File: config.mk
export PLATFORM = sky130hd
export DESIGN_NAME = tx_pulser
export DESIGN_NICKNAME = d
export VERILOG_FILES = /design/src/rtl/tx_pulser.sv
export SDC_FILE = /design/constraint.sdc
export NUM_CORES = 1
export LEC_CHECK = 0
export ABC_AREA = 1
export CORE_AREA = 2 2 120 122
export DETAILED_ROUTE_END_ITERATION = 10
export DIE_AREA = 0 0 122 124
export PLACE_DENSITY = 0.72
export SLEW_MARGIN = 20
export SYNTH_ARGS = -nofsm -noshare
export SYNTH_HDL_FRONTEND = slang
export SYNTH_SLANG_ARGS = --single-unit
File: constraint.sdc
create_clock -name i_ad_clk -period 2.64 [get_ports i_ad_clk]
set_input_delay 0.528 -clock i_ad_clk [delete_from_list [all_inputs] [get_ports i_ad_clk]]
set_output_delay 0.528 -clock i_ad_clk [all_outputs]
set_load 0.05 [all_outputs]
File: src/rtl/tx_pulser.sv
// tx_pulser: per-shot fire pulse, fire-to-capture delay, capture-start strobe and ADC-open ack tracking.
// Define TX_BURST_EN to add i_burst_n and fire a burst of equal-width pulses per shot.
module tx_pulser #(
  parameter int PERIOD_W    = 24,
  parameter int PULSE_W     = 8,
  parameter int DELAY_W     = 16,
  parameter int ACK_TIMEOUT = 1024
) (
  input  logic                i_ad_clk,
  input  logic                i_rst_n,
  input  logic                i_enable,
  input  logic                i_single,
  input  logic                i_clr_err,
  input  logic [PERIOD_W-1:0] i_period,
  input  logic [PULSE_W-1:0]  i_pulse_width,
  input  logic [DELAY_W-1:0]  i_delay,
`ifdef TX_BURST_EN
  input  logic [3:0]          i_burst_n,
`endif
  input  logic                i_ad_open,
  output logic                o_fire,
  output logic                o_stout,
  output logic                o_busy,
  output logic [15:0]         o_shot_count,
  output logic                o_overrun,
  output logic                o_timeout
);
  localparam int AW  = $clog2(ACK_TIMEOUT + 1);
  localparam int TW0 = (PULSE_W > DELAY_W) ? PULSE_W : DELAY_W;
  localparam int TW  = (TW0 > AW) ? TW0 : AW;
  typedef enum logic [2:0] {IDLE, FIRE, DELAY, START, WAIT_DONE, HOLDOFF} state_t;
  state_t              state_q, state_d;
  logic [TW-1:0]       tmr_q, tmr_d;
  logic [PERIOD_W-1:0] per_cnt_q, per_cnt_d, per_q, per_d;
  logic [PULSE_W-1:0]  pw_q, pw_d, pw_eff;
  logic [DELAY_W-1:0]  dly_q, dly_d;
  logic [15:0]         shot_q, shot_d;
  logic                cont_q, cont_d, ack_q, ack_d, ovr_q, ovr_d, tmo_q, tmo_d;
  logic                fire_q, fire_d, stout_q, stout_d, single_q;
  logic                accept, pulse_done, ovr_set, tmo_set;
`ifdef TX_BURST_EN
  logic [3:0]          burst_q, burst_d, idx_q, idx_d, burst_eff;
  logic                gap_q, gap_d, last_pulse;
`endif
  always_comb begin
    pw_eff     = (pw_q == '0) ? PULSE_W'(1) : pw_q;
    pulse_done = tmr_q >= TW'(pw_eff);
    accept     = (state_q == IDLE && (i_enable || (i_single && !single_q))) ||
                 (state_q == HOLDOFF && cont_q && i_enable && per_cnt_q >= per_q);
    state_d    = state_q;
    tmr_d      = tmr_q + 1'b1;
    per_cnt_d  = (&per_cnt_q) ? per_cnt_q : per_cnt_q + 1'b1;
    per_d      = per_q;
    pw_d       = pw_q;
    dly_d      = dly_q;
    cont_d     = cont_q;
    ack_d      = 1'b0;
    shot_d     = shot_q;
    ovr_set    = 1'b0;
    tmo_set    = 1'b0;
`ifdef TX_BURST_EN
    burst_eff  = (burst_q == '0) ? 4'd1 : burst_q;
    last_pulse = (idx_q + 4'd1) >= burst_eff;
    burst_d    = burst_q;
    idx_d      = idx_q;
    gap_d      = gap_q;
`endif
    if (accept) begin
      state_d   = FIRE;
      tmr_d     = TW'(1);
      per_cnt_d = PERIOD_W'(1);
      per_d     = i_period;
      pw_d      = i_pulse_width;
      dly_d     = i_delay;
      cont_d    = i_enable;
`ifdef TX_BURST_EN
      burst_d   = i_burst_n;
      idx_d     = '0;
      gap_d     = 1'b0;
`endif
    end else begin
      case (state_q)
        FIRE: if (pulse_done) begin
          tmr_d = TW'(1);
`ifdef TX_BURST_EN
          if (gap_q) begin
            gap_d = 1'b0;
            idx_d = idx_q + 4'd1;
          end else if (!last_pulse) gap_d = 1'b1;
          else state_d = (dly_q == '0) ? START : DELAY;
`else
          state_d = (dly_q == '0) ? START : DELAY;
`endif
        end
        DELAY: if (tmr_q >= TW'(dly_q)) begin
          state_d = START;
          tmr_d   = TW'(1);
        end
        START: begin
          // an ack seen in the first strobe cycle is held so the strobe still lasts two cycles
          ack_d = ack_q | i_ad_open;
          if (ack_d && tmr_q >= TW'(2)) state_d = WAIT_DONE;
          else if (tmr_q >= TW'(ACK_TIMEOUT)) begin
            state_d = HOLDOFF;
            tmo_set = 1'b1;
          end
        end
        WAIT_DONE: begin
          ovr_set = cont_q && i_ad_open && per_cnt_q >= per_q;
          if (!i_ad_open) begin
            state_d = HOLDOFF;
            shot_d  = shot_q + 1'b1;
          end
        end
        HOLDOFF: if (!(cont_q && i_enable)) state_d = IDLE;
        default: ;
      endcase
    end
    ovr_d   = ovr_set | (ovr_q & ~i_clr_err);
    tmo_d   = tmo_set | (tmo_q & ~i_clr_err);
`ifdef TX_BURST_EN
    fire_d  = (state_d == FIRE) && !gap_d;
`else
    fire_d  = state_d == FIRE;
`endif
    stout_d = state_d == START;
  end
  always_ff @(posedge i_ad_clk or negedge i_rst_n) begin
    if (!i_rst_n) begin
      state_q   <= IDLE;
      tmr_q     <= '0;
      per_cnt_q <= '0;
      per_q     <= '0;
      pw_q      <= '0;
      dly_q     <= '0;
      shot_q    <= '0;
      cont_q    <= 1'b0;
      ack_q     <= 1'b0;
      ovr_q     <= 1'b0;
      tmo_q     <= 1'b0;
      fire_q    <= 1'b0;
      stout_q   <= 1'b0;
      single_q  <= 1'b0;
`ifdef TX_BURST_EN
      burst_q   <= '0;
      idx_q     <= '0;
      gap_q     <= 1'b0;
`endif
    end else begin
      state_q   <= state_d;
      tmr_q     <= tmr_d;
      per_cnt_q <= per_cnt_d;
      per_q     <= per_d;
      pw_q      <= pw_d;
      dly_q     <= dly_d;
      shot_q    <= shot_d;
      cont_q    <= cont_d;
      ack_q     <= ack_d;
      ovr_q     <= ovr_d;
      tmo_q     <= tmo_d;
      fire_q    <= fire_d;
      stout_q   <= stout_d;
      single_q  <= i_single;
`ifdef TX_BURST_EN
      burst_q   <= burst_d;
      idx_q     <= idx_d;
      gap_q     <= gap_d;
`endif
    end
  end
  assign o_fire       = fire_q;
  assign o_stout      = stout_q;
  assign o_busy       = (state_q != IDLE) && (state_q != HOLDOFF);
  assign o_shot_count = shot_q;
  assign o_overrun    = ovr_q;
  assign o_timeout    = tmo_q;
endmodule
# Yosys cells after proc, flatten, opt, wreduce, memory -nomap -nowiden
# Index checks and enable logic that the tools add are counted.
totals:
  register_bits: 114
  input_bits: 54
  wordCells: 82
  output_inout_bits: 21
classes:
  reduce_logical: 19
  order_cmp: 5
  n_mux: 24
  add_sub_neg: 3
  bitwise: 8
  n_eq_ne: 9
ops:
  columns: ["cell", "n"]
  rows:
  - ["16-bit two-way mux", 3]
  - ["24-bit two-way mux", 2]
  - ["16-bit by 1-bit adder with 16-bit output (second input constant)", 2]
  - ["16-bit case mux with 2 select lines", 1]
  - ["24-bit by 1-bit adder with 24-bit output (second input constant)", 1]
  - ["24-bit >= comparator", 1]
  - ["24-bit AND reduction", 1]
  - ["3-bit two-way mux", 7]
  - ["16-bit by 11-bit >= comparator with 1-bit output (second input constant)", 1]
  - ["16-bit >= comparator", 1]
  - ["16-bit by 2-bit >= comparator with 1-bit output (second input constant)", 1]
  - ["16-bit by 8-bit >= comparator with 1-bit output", 1]
  - ["16-bit zero test", 1]
  - ["3-bit case mux with 5 select lines", 1]
  - ["1-bit logical AND", 10]
  - ["3-bit by 2-bit equality test with 1-bit output (second input constant)", 3]
  - ["1-bit two-way mux", 9]
  - ["8-bit zero test", 1]
  - ["8-bit two-way mux", 1]
  - ["3-bit by 1-bit equality test with 1-bit output (second input constant)", 2]
  - ["3-bit equality test (second input constant)", 2]
  - ["3-bit zero test", 1]
  - ["3-bit != test (second input constant)", 1]
  - ["1-bit inverter", 3]
  - ["other kinds (7)", 11]

# Depth between registers and ports, before layout
logic_depth:
  depth_word: 7
  ltp_mapped: 17
  ltp_nobuf: 16

# Worst setup path before layout
# No wires, ideal clock.
synth_path:
  path_kind: "flip-flop to output port"
  start: "register state_q[2]"
  end: "output port o_busy"
  slack_ns: 0.516
  arrival_ns: 1.596
  n_path_buf: 1
  path_stages_with_launch: 3
  t_required_ns: 2.112
  cell_sequence: "dfrtp_1 -> buf_2 -> o21ai_0"
synth_between:
  elab_chain_cells: 2
  elab_cells_between_ends: 3
  classes_between: "eq/ne (1); reduce/logical (2)"
synth_lines:
  columns: ["element", "line_no", "rtl"]
  rows:
  - ["from (decl)", "32", "state_t state_q, state_d;"]
  - ["from (signal assigned)", "150", "state_q <= state_d;"]
  - ["3-bit != test / 3-bit nonzero test (equally long branches)", "173", "assign o_busy = (state_q != IDLE) && (state_q != HOLDOFF);"]
  - ["1-bit logical AND *", "173", null]
  - ["to (decl)", "23", "output logic o_busy,"]
# Every way passes the cells marked *; elsewhere a longest branch is shown, timed or not.

# Worst setup path after layout
layout_path:
  start: "register per_cnt_q[3]"
  end: "register fire_q (netlist: o_fire)"
layout_between:
  elab_chain_cells: 5
layout_lines:
  columns: ["element", "line_no", "rtl"]
  rows:
  - ["from (decl)", "34", "logic [PERIOD_W-1:0] per_cnt_q, per_cnt_d, per_q, per_d;"]
  - ["from (signal assigned)", "152", "per_cnt_q <= per_cnt_d;"]
  - ["24-bit >= comparator", "49", "(state_q == HOLDOFF && cont_q && i_enable && per_cnt_q >= per_q);"]
  - ["1-bit logical AND", "49", null]
  - ["1-bit logical OR", "48", "accept = (state_q == IDLE && (i_enable || (i_single && !single_q))) ||"]
  - ["3-bit two-way mux", "68", "if (accept) begin"]
  - ["3-bit by 1-bit equality test with 1-bit output", "124", "fire_d = state_d == FIRE;"]
  - ["via fire_d", "39", "logic fire_q, fire_d, stout_q, stout_d, single_q;"]
  - ["to (signal assigned)", "161", "fire_q <= fire_d;"]
  - ["to (decl)", "39", null]
# The timed path passes the listed nets, and every way through them passes these cells.
# A chain may end at the register's enable or synchronous reset.

==> flow_summary.toml <==
[yosys]
netlist-cell-type-count = 38
ys.flop_type = "dfrtp_1"
synth_edf_count = 0
syn_area_sq_um = 6870
async_reset_ff_share_pct = 100
ys_seq_area_share_pct = 41.5
netlist_instances = 835
ys_warn_count = 0
syn_nets = 941
ys_seq_elements = 114
avgSynthCellArea_sq_um = 8.23

[cells_and_area]
nets = 1023
drive_gt1_share_pct = 9.69
syn_to_final_growth_pct = 22.2
final_util_pct = 61.2
diodes = 0
fin_area_sq_um = 8390
final_common_cell = "nand2_1"
mostFrequentLayoutCells = "nand2_1 (186), inv_1 (126), dfrtp_1 (114)"

[placement]
io_buffers = 74
place_area_sq_um = 7790
hpwl_mm = 11.0
place_ws_ns = 0.360
place_congestion = 0.894

[floorplan]
fp.dieW_microns = 122
rows = 43
core_sq_um = 13700
die_area_sq_um = 15100
start_util_pct = 50.1
die_h_microns = 124
io_pins = 75

[route]
routed_via_density = 4.95
antenna_left = 0
dr.first_iter.drc_count = 249
dr_total_vias = 5495
dr.pass1.iters = 5
route.detailed.drc = 0
wl_mm = 14.7
wl_per_cell_microns = 13.2

[setup_path]
cp.depth = 14
critical_path_arrival_ns = 2.57
ff2ff_setup_slack_ns = 0.37
reg2reg_to = "o_fire$_DFF_PN0_"
regToRegStartpoint = "per_cnt_q[3]$_DFFE_PN0P_"
start_kind = "register"
path_common_cell = "nand2_1"
crit_required_ns = 2.94
crit_start = "per_cnt_q[3]$_DFFE_PN0P_"
r2r_cells = 14
path_max_fanout = 34
crit_slowest_cell = "dfrtp_1"
critical_path.top_delay_family = "simple AND/OR/NAND/NOR gates"
critPathKind = "register to register"
cp_cell_sequence = "ha_1 -> nand2_1 -> inv_1 -> nand2_1 -> nand2_1 -> nand2_1 -> nand2_1 -> nand2_1 -> nand4_2 -> nand2_2 -> nand2_4 -> buf_12 -> nor2_1 -> nor2_1"
crit_path_max_incr_delay_ns = 0.48
critPathCaptureType = "register"
cp-endpoint = "o_fire$_DFF_PN0_"
cp_num_buf_inv = 2

[grt]
grt_max_degree = 51
first_global_vias = 5410
antenna_found_initial = 0
grt_pass1_wl_mm = 24.7
grtUsageTotal_pct = 21.2
grt.overflow.total = 0

[timing]
post-route-min-period_ns = 2.27
tightest_slew_ns = 0.559
setup_violations = 0
fin_ws_ns = 0.373
skew_ns = 0.0145
max_freq_ghz = 0.441
setup_tns_ns = 0
rsz0062_at_grt = "false"
finalHoldViolations = 0
slew_viol_final = 0
timing.final.crit_share_pct = 85.9
slew_headroom_pct = 62.7

[min_path]
hold_class = "input pin to asynchronous set/reset pin"

[clock_network]
root_buffer = "clkbuf_16"
insertion_delay_ns = 0.42
post_cts_resized = 0
cts_htree_levels = 4
cts.sinks = 114
cts_hold_buf = 0
tritoncts = "built"
clk_pin_slew_worst_paths_ns = 0.06
cts.path.max_buffers = 2
numCtsBuffers = 17
cts_setup_buffers = 0

[power]
ir_drop_v = 0.000613
power_density_nw_per_um2 = 929
totalPowerFinal_mw = 7.80
p_leak_nw = 4.12

[outcome]
status = "finished clean"

[run]
maxCapViolations = 0
==> area by class of cell <==
type                    count  area, sq um
repair buffers             81          843
inverters                 130          488
clock inverters             9          130
well taps                 180          225
flip-flops and latches    114         2850
multi-input cells         573         3380
clock buffers              22          474
fillers                  1224         5330
==> where the power goes <==
group          total, mW  switching (mW)  internal (mW)
Sequential          2.59           0.334           2.26
Combinational       2.88            1.82           1.06
Clock               2.33           0.781           1.55
Total               7.80            2.93           4.87
==> routing by layer <==
layer  global-route usage [%]  part of all wire [%]  vias to the layer above  wire length (microns)
met5                        0                     0                        -                      0
met2                     36.5                    49                       96                   7160
met3                     4.67                   3.3                       19                    481
li1                         -                     -                     2825                      -
met1                     25.6                    46                     2555                   6740
met4                     9.27                   2.0                        0                    292
==> cells in the mapped netlist, drive strengths merged (4+ instances only) <==
library cell | n | area share (%)
nand2 | 196 | 11
inv | 130 | 7.1
dfrtp | 114 | 42
nor2 | 94 | 5.6
o21ai | 56 | 4.1
ha | 52 | 9.5
nand3 | 44 | 3.4
nor3 | 34 | 4.1
xor2 | 28 | 3.8
nand4 | 22 | 2.3
a21oi | 19 | 1.4
buf | 15 | 2.1
xnor2 | 14 | 1.8
a21o | 4 | 0.44
==> worst min-delay path by stage <==
stage / endpoint / slack, ns / cells after the start
3_5_place_dp: o_shot_count[15]$_DFFE_PN0P_ / 0.47 / 1
4_1_cts: per_q[11]$_DFFE_PN0N_ / 0.09 / 1
3_3_place_gp: o_shot_count[15]$_DFFE_PN0P_ / 0.46 / 1
2_1_floorplan: ack_q$_DFF_PN0_ / 0.23 / 0
6_report: per_q[11]$_DFFE_PN0N_ / 0.09 / 1
5_1_grt: per_q[11]$_DFFE_PN0N_ / 0.13 / 1
==> flip-flops by register name, summed over array words and instances (netlist names) <==
signal and cells:
o_fire 1, o_overrun 1, ack_q 1, o_timeout 1, tmr_q 16, pw_q 8, o_shot_count 16, state_q 3
cont_q 1, o_stout 1, dly_q 16, per_q 24, per_cnt_q 24, single_q 1
==> cells by family after synthesis <==
| family | after synthesis | share of synthesized area, % |
|---|---|---|
| adder cells (fa/ha/maj) | 52 | 9.47 |
| AO/OA/AOI/OAI | 83 | 6.37 |
| XOR/XNOR | 42 | 5.57 |
| AND/OR/NAND/NOR | 396 | 27.7 |
| flip-flops | 114 | 41.5 |
| buffers and inverters | 148 | 9.36 |
==> metrics by stage <==
stage,std cells,hold WS (ns)
6_report,1109,0.0926
4_1_cts,1109,0.0931
3_3_place_gp,1078,0.460
2_1_floorplan,835,0.232
3_5_place_dp,1078,0.470
5_1_grt,1109,0.130
Note: power is estimated with default switching activity, not from simulation.
